### config.mk
export PLATFORM = sky130hd
export DESIGN_NAME = multicycle_control_fsm
export DESIGN_NICKNAME = d
export VERILOG_FILES = /design/src/rtl/multicycle_control_fsm.sv
export SDC_FILE = /design/constraint.sdc
export NUM_CORES = 1
export LEC_CHECK = 0
export CAP_MARGIN = 10
export CORE_ASPECT_RATIO = 0.7
export CORE_MARGIN = 8
export CORE_UTILIZATION = 49
export CTS_BUF_LIST = sky130_fd_sc_hd__clkbuf_4
export CTS_CLUSTER_DIAMETER = 200
export DETAILED_ROUTE_END_ITERATION = 10
export PLACE_DENSITY = 0.88
export SETUP_SLACK_MARGIN = 0.05
export SYNTH_ARGS = -nofsm -noshare
export SYNTH_HDL_FRONTEND = slang
export SYNTH_SLANG_ARGS = --single-unit
### constraint.sdc
create_clock -name clk -period 2.2 [get_ports clk]
set_clock_uncertainty 0.15 [all_clocks]
set_input_delay 0.44 -clock clk [delete_from_list [all_inputs] [get_ports clk]]
set_output_delay 0.44 -clock clk [all_outputs]
set_load 0.01 [all_outputs]
### src/rtl/multicycle_control_fsm.sv
// Multicycle datapath control unit: sequences fetch/decode/execute/memory/writeback
// for R, I, load, store and branch instructions, traps on unknown opcodes and
// counts retired instructions.
//
// Ports:
//   clk, rst          - clock, asynchronous active-high reset
//   opcode[6:0]       - instruction opcode (stable from DECODE until next FETCH)
//   zero              - ALU zero flag, branch-taken condition
//   mem_ready         - memory acknowledge for the current mem_req
//   pc_write, ir_write- PC / IR load strobes (combinational on mem_ready / zero)
//   mem_req, mem_we, i_or_d, reg_write, alu_src_a, pc_src, mem_to_reg
//                     - registered datapath strobes and mux selects
//   alu_src_b[1:0]    - 00 reg, 01 const 4, 10 imm
//   alu_op[1:0]       - 00 add, 01 branch-compare, 10 funct-decode
//   state[3:0]        - current state code
//   illegal           - trap flag
//   instret[15:0]     - retired-instruction counter (wraps)
module multicycle_control_fsm (
    input  logic        clk,
    input  logic        rst,
    input  logic [6:0]  opcode,
    input  logic        zero,
    input  logic        mem_ready,
    output logic        pc_write,
    output logic        ir_write,
    output logic        mem_req,
    output logic        mem_we,
    output logic        i_or_d,
    output logic        reg_write,
    output logic        alu_src_a,
    output logic        pc_src,
    output logic        mem_to_reg,
    output logic [1:0]  alu_src_b,
    output logic [1:0]  alu_op,
    output logic [3:0]  state,
    output logic        illegal,
    output logic [15:0] instret
);

    localparam int unsigned CNT_W = 16;

    localparam logic [6:0] OP_R      = 7'b0110011;
    localparam logic [6:0] OP_I      = 7'b0010011;
    localparam logic [6:0] OP_LOAD   = 7'b0000011;
    localparam logic [6:0] OP_STORE  = 7'b0100011;
    localparam logic [6:0] OP_BRANCH = 7'b1100011;

    typedef enum logic [3:0] {
        S_IDLE     = 4'd0,
        S_FETCH    = 4'd1,
        S_DECODE   = 4'd2,
        S_MEM_ADDR = 4'd3,
        S_MEM_RD   = 4'd4,
        S_WB_MEM   = 4'd5,
        S_MEM_WR   = 4'd6,
        S_EXEC_R   = 4'd7,
        S_EXEC_I   = 4'd8,
        S_WB_ALU   = 4'd9,
        S_BRANCH   = 4'd10,
        S_TRAP     = 4'd11
    } state_t;

    state_t cur;
    state_t nxt;
    logic   retire;

    // Next-state values of the registered strobes, decoded from nxt so the
    // registered outputs line up with the state they belong to.
    logic       d_mem_req;
    logic       d_mem_we;
    logic       d_i_or_d;
    logic       d_reg_write;
    logic       d_alu_src_a;
    logic       d_pc_src;
    logic       d_mem_to_reg;
    logic [1:0] d_alu_src_b;
    logic [1:0] d_alu_op;
    logic       d_illegal;

    assign state = cur;

    // PC/IR load follow the handshake/flag within the cycle, so they stay combinational.
    assign ir_write = (cur == S_FETCH) && mem_ready;
    assign pc_write = ir_write || ((cur == S_BRANCH) && zero);

    // Next-state logic; retire marks a transition that completes an instruction.
    always_comb begin
        nxt    = cur;
        retire = 1'b0;
        case (cur)
            S_IDLE:     nxt = S_FETCH;
            S_FETCH:    if (mem_ready) nxt = S_DECODE;
            S_DECODE: begin
                case (opcode)
                    OP_R:      nxt = S_EXEC_R;
                    OP_I:      nxt = S_EXEC_I;
                    OP_LOAD,
                    OP_STORE:  nxt = S_MEM_ADDR;
                    OP_BRANCH: nxt = S_BRANCH;
                    default:   nxt = S_TRAP;
                endcase
            end
            S_MEM_ADDR: nxt = (opcode == OP_LOAD) ? S_MEM_RD : S_MEM_WR;
            S_MEM_RD:   if (mem_ready) nxt = S_WB_MEM;
            S_MEM_WR: begin
                if (mem_ready) begin
                    nxt    = S_FETCH;
                    retire = 1'b1;
                end
            end
            S_EXEC_R,
            S_EXEC_I:   nxt = S_WB_ALU;
            S_WB_ALU,
            S_WB_MEM,
            S_BRANCH: begin
                nxt    = S_FETCH;
                retire = 1'b1;
            end
            S_TRAP:     nxt = S_TRAP;
            default:    nxt = S_TRAP;
        endcase
    end

    // Moore output decode of the state being entered.
    always_comb begin
        d_mem_req    = 1'b0;
        d_mem_we     = 1'b0;
        d_i_or_d     = 1'b0;
        d_reg_write  = 1'b0;
        d_alu_src_a  = 1'b0;
        d_pc_src     = 1'b0;
        d_mem_to_reg = 1'b0;
        d_alu_src_b  = 2'b00;
        d_alu_op     = 2'b00;
        d_illegal    = 1'b0;
        case (nxt)
            S_FETCH: begin
                d_mem_req   = 1'b1;
                d_alu_src_b = 2'b01;
            end
            S_DECODE:   d_alu_src_b = 2'b10;
            S_MEM_ADDR: begin
                d_alu_src_a = 1'b1;
                d_alu_src_b = 2'b10;
            end
            S_MEM_RD: begin
                d_mem_req = 1'b1;
                d_i_or_d  = 1'b1;
            end
            S_MEM_WR: begin
                d_mem_req = 1'b1;
                d_i_or_d  = 1'b1;
                d_mem_we  = 1'b1;
            end
            S_WB_MEM: begin
                d_reg_write  = 1'b1;
                d_mem_to_reg = 1'b1;
            end
            S_WB_ALU:   d_reg_write = 1'b1;
            S_EXEC_R: begin
                d_alu_src_a = 1'b1;
                d_alu_op    = 2'b10;
            end
            S_EXEC_I: begin
                d_alu_src_a = 1'b1;
                d_alu_src_b = 2'b10;
                d_alu_op    = 2'b10;
            end
            S_BRANCH: begin
                d_alu_src_a = 1'b1;
                d_alu_op    = 2'b01;
                d_pc_src    = 1'b1;
            end
            S_TRAP:     d_illegal = 1'b1;
            default: ;
        endcase
    end

    // State, registered strobes and retire counter; reset clears everything at once.
    always_ff @(posedge clk or posedge rst) begin
        if (rst) begin
            cur        <= S_IDLE;
            mem_req    <= 1'b0;
            mem_we     <= 1'b0;
            i_or_d     <= 1'b0;
            reg_write  <= 1'b0;
            alu_src_a  <= 1'b0;
            pc_src     <= 1'b0;
            mem_to_reg <= 1'b0;
            alu_src_b  <= 2'b00;
            alu_op     <= 2'b00;
            illegal    <= 1'b0;
            instret    <= '0;
        end else begin
            cur        <= nxt;
            mem_req    <= d_mem_req;
            mem_we     <= d_mem_we;
            i_or_d     <= d_i_or_d;
            reg_write  <= d_reg_write;
            alu_src_a  <= d_alu_src_a;
            pc_src     <= d_pc_src;
            mem_to_reg <= d_mem_to_reg;
            alu_src_b  <= d_alu_src_b;
            alu_op     <= d_alu_op;
            illegal    <= d_illegal;
            if (retire) instret <= instret + CNT_W'(1);
        end
    end

endmodule

==> impl_metrics.csv <==
group,metric,value,unit
global_route,grt_pass1_wl,6820,um
setup_path,r2r.worst_path.cells,6,
global_route,overflow,0,
clocking,cts_buffer_depth,2,
placement,portBuffers,44,
final_layout,top_register,"instret",
final_layout,largest_reg_flops,16,
floorplanning,die_h,63.8,um
timing,hold_viol,0,
route,drt-pass1-iter-count,4,
setup_path,path_cells,"buf_4, clkdlybuf4s50_1",
yosys,syn-cell-area,1600,um^2
global_route,antenna_found_initial,0,
yosys,yosysUniqueCellTypes,47,
global_route,first_global_vias,1363,
timing,finalSetupViolCount,0,
power,ir_drop,0.389,mV
clocking,path_clk_slew,0.10,ns
final_layout,multi_input_area,754,um^2
floorplanning,row_count,17,
timing,fin_setup_tns,0,ns
timing,rsz0062_at_grt,"no",
timing,hold_ws,0.318,ns
clocking,cts_tree,"done",
placement,dp_hpwl,3150,um
clocking,cts_buffers,5,
setup_path,reg2reg_setup_slack,0.15,ns
setup_path,crit_arrival,1.50,ns
timing,max_freq,0.480,GHz
yosys,synth_flop_cell,"dfrtp_1",
yosys,synthCells,148,
hold_path,min_path_type,"primary input to async pin",
route,wl_per_cell,16.7,um
final_layout,fin_cells,246,
route,vias_per_cell,5.39,
global_route,grt_max_degree,32,
setup_path,crit_required,1.61,ns
timing,fin_crit,2.09,ns
setup_path,path_class,"flip-flop to primary output",
final_layout,num_antenna_cells,0,
setup_path,r2r_start,"state[3]",
final_layout,area_growth,38.9,%
placement,dp_cells,237,
clocking,clock_latency,0.34,ns
timing,final_max_slew_viol_count,0,
yosys,seq_area_frac_synth,48.5,%
final_layout,n_fill_cell,232,
timing,fin_crit_sh,94.8,%
route,drtIter0Drc,86,
final_layout,layout-drive-gt1-share,20.7,%
setup_path,worstReg2RegEnd,"instret[5]",
floorplanning,die_w,84.3,um
run,maxCapViolCount,0,
timing,max_slew_margin,60.9,%
yosys,synth_seq_cells,31,
setup_path,path_depth,2,
yosys,mappedNetlistNets,160,
setup_path,cp_slowest_stage_delay,0.59,ns
yosys,synth_top_cell_area_share,48.5,%
setup_path,cp_max_fo,13,
clocking,clock_sinks,31,
setup_path,crit_path_start_kind,"flip-flop",
yosys,yosys-top-cells-area,"dfrtp_1, xnor2_1, nand2_1, nand3_1, o21ai_0",
floorplanning,core_area,3130,um^2
route,wl,4120,um
route,via_count,1325,
yosys,syn_area_per_cell,10.8,um^2
placement,gp_congestion,0.946,
clocking,clockRootBuffer,"clkbuf_4",
route,drtAntennaViolNets,0,
setup_path,critical_path_buf_inv_count,2,
setup_path,cpLargestDelayFamily,"buffers and inverters",
yosys,synth-edff-count,0,
route,drc,0,
global_route,grt.total_usage,16.0,%
clocking,cts-hold-fix-buffers,0,
floorplanning,design.die.area,5380,um^2
timing,worstMarginPinSlew,0.586,ns
power,total_power,1.04,mW
final_layout,seqCellArea,778,um^2
final_layout,fin_util,71.1,%
floorplanning,start_util,51.2,%
setup_path,crit_path_end_kind,"primary output",
setup_path,critPathSlowestCell,"clkdlybuf4s50_1",
outcome,status,"finished, final reports clean",
clocking,htree_num_levels,2,
final_layout,final_nets,219,
yosys,yosys_warnings,0,
floorplanning,ios,45,
power,p_leak,0.914,nW
power,power_density,467,nW/um^2
yosys,yosys.area.top_type,"dfrtp_1",
yosys,synthArstFlopShare,100,%
==> power breakdown <==
group | switching (mW) | internal (mW)
clock network | 0.189 | 0.233
logic | 0.0222 | 0.0245
registers | 0 | 0.569
==> layer usage <==
metal | vias up | track usage, % | share of wire [%]
li1 | 626 | - | -
met2 | 56 | 27.3 | 52
met3 | 11 | 6.46 | 9.5
met4 | 0 | 8.37 | 2.6
met5 | - | 0 | 0
met1 | 632 | 16.7 | 36
==> logic make-up (layout without fill, tap and decap cells) <==
group                      Yosys count  in the layout  synth area share [%]
AOI/OAI and AO/OA                   24             24                  11.8
xor gates and xnor gates            16             16                  8.76
adders and majority gates            1              1                 0.782
buffers and inverters               13             73                  4.53
DFF                                 31             31                  48.5
muxes                                2              2                  1.33
and+or+nand+nor                     61             61                  24.3
==> layout by cell type, fill, tap and decap left out, drive strengths merged, types with 2 or more instances in the layout <==
cell and count:
clkdlybuf4s50 42, dfrtp 31, xnor2 15, buf 14, nand2 13, o21ai 9, nand3 8, nor2 8
inv 7, a21oi 6, clkbuf 6, nand4 5, or2 4, nor2b 4, and2 4, and2b 3
and4 2, a211oi 2, or3b 2, clkinv 2
==> how the worst max path moves through the flow <==
stage | start | end | slack (ns)
final | state[3] | state[3] | 0.11
after global placement | mem_ready | pc_write | -0.11
after CTS | state[0] | pc_write | 0.04
after global routing | state[3] | state[3] | 0.06
after detailed placement | mem_ready | pc_write | -0.17
after floorplan | mem_ready | mem_req | 0.43
==> final cells by class <==
| cell class | instances | share of cell area [%] |
|---|---|---|
| sequential | 31 | 35.0 |
| multi-input combinational | 104 | 34.0 |
| timing repair buffer | 58 | 24.3 |
| tap | 38 | 2.14 |
| clock inverter | 3 | 1.75 |
| clock buffer | 5 | 1.69 |
| inverter | 7 | 1.18 |
==> cells in the mapped netlist, types with 2 or more instances <==
| library cell | n |
|---|---|
| or2_2 | 3 |
| nor2b_1 | 3 |
| and2b_2 | 2 |
| a21oi_1 | 6 |
| and2_1 | 2 |
| and2_2 | 2 |
| nand4_1 | 5 |
| nand3_1 | 7 |
| buf_4 | 4 |
| inv_1 | 7 |
| and4_1 | 2 |
| o21ai_0 | 7 |
| xnor2_1 | 15 |
| nand2_1 | 13 |
| nor2_1 | 8 |
| dfrtp_1 | 31 |
==> metrics by stage <==
stage / setup WS [ns] / cell area [um^2]
after CTS: 0.0449 / 2230
after floorplan: 0.427 / 1600
final: 0.115 / 2220
after detailed placement: -0.169 / 2140
after global placement: -0.107 / 2140
after global routing: 0.0647 / 2220
==> timing repair <==
item                       CTS  global route
gates resized for setup      5             2
setup buffers                1             0
setup endpoints to repair    3             1
==> worst reg2reg max path: stages (launching register included) <==
cell and delay [ns]:
dfrtp_2 0.39, buf_4 0.20, nor2b_1 0.34, o21ai_4 0.13
a211oi_4 0.41, nand3_1 0.17, xnor2_1 0.16
Note: power is estimated with default switching activity, not from simulation.
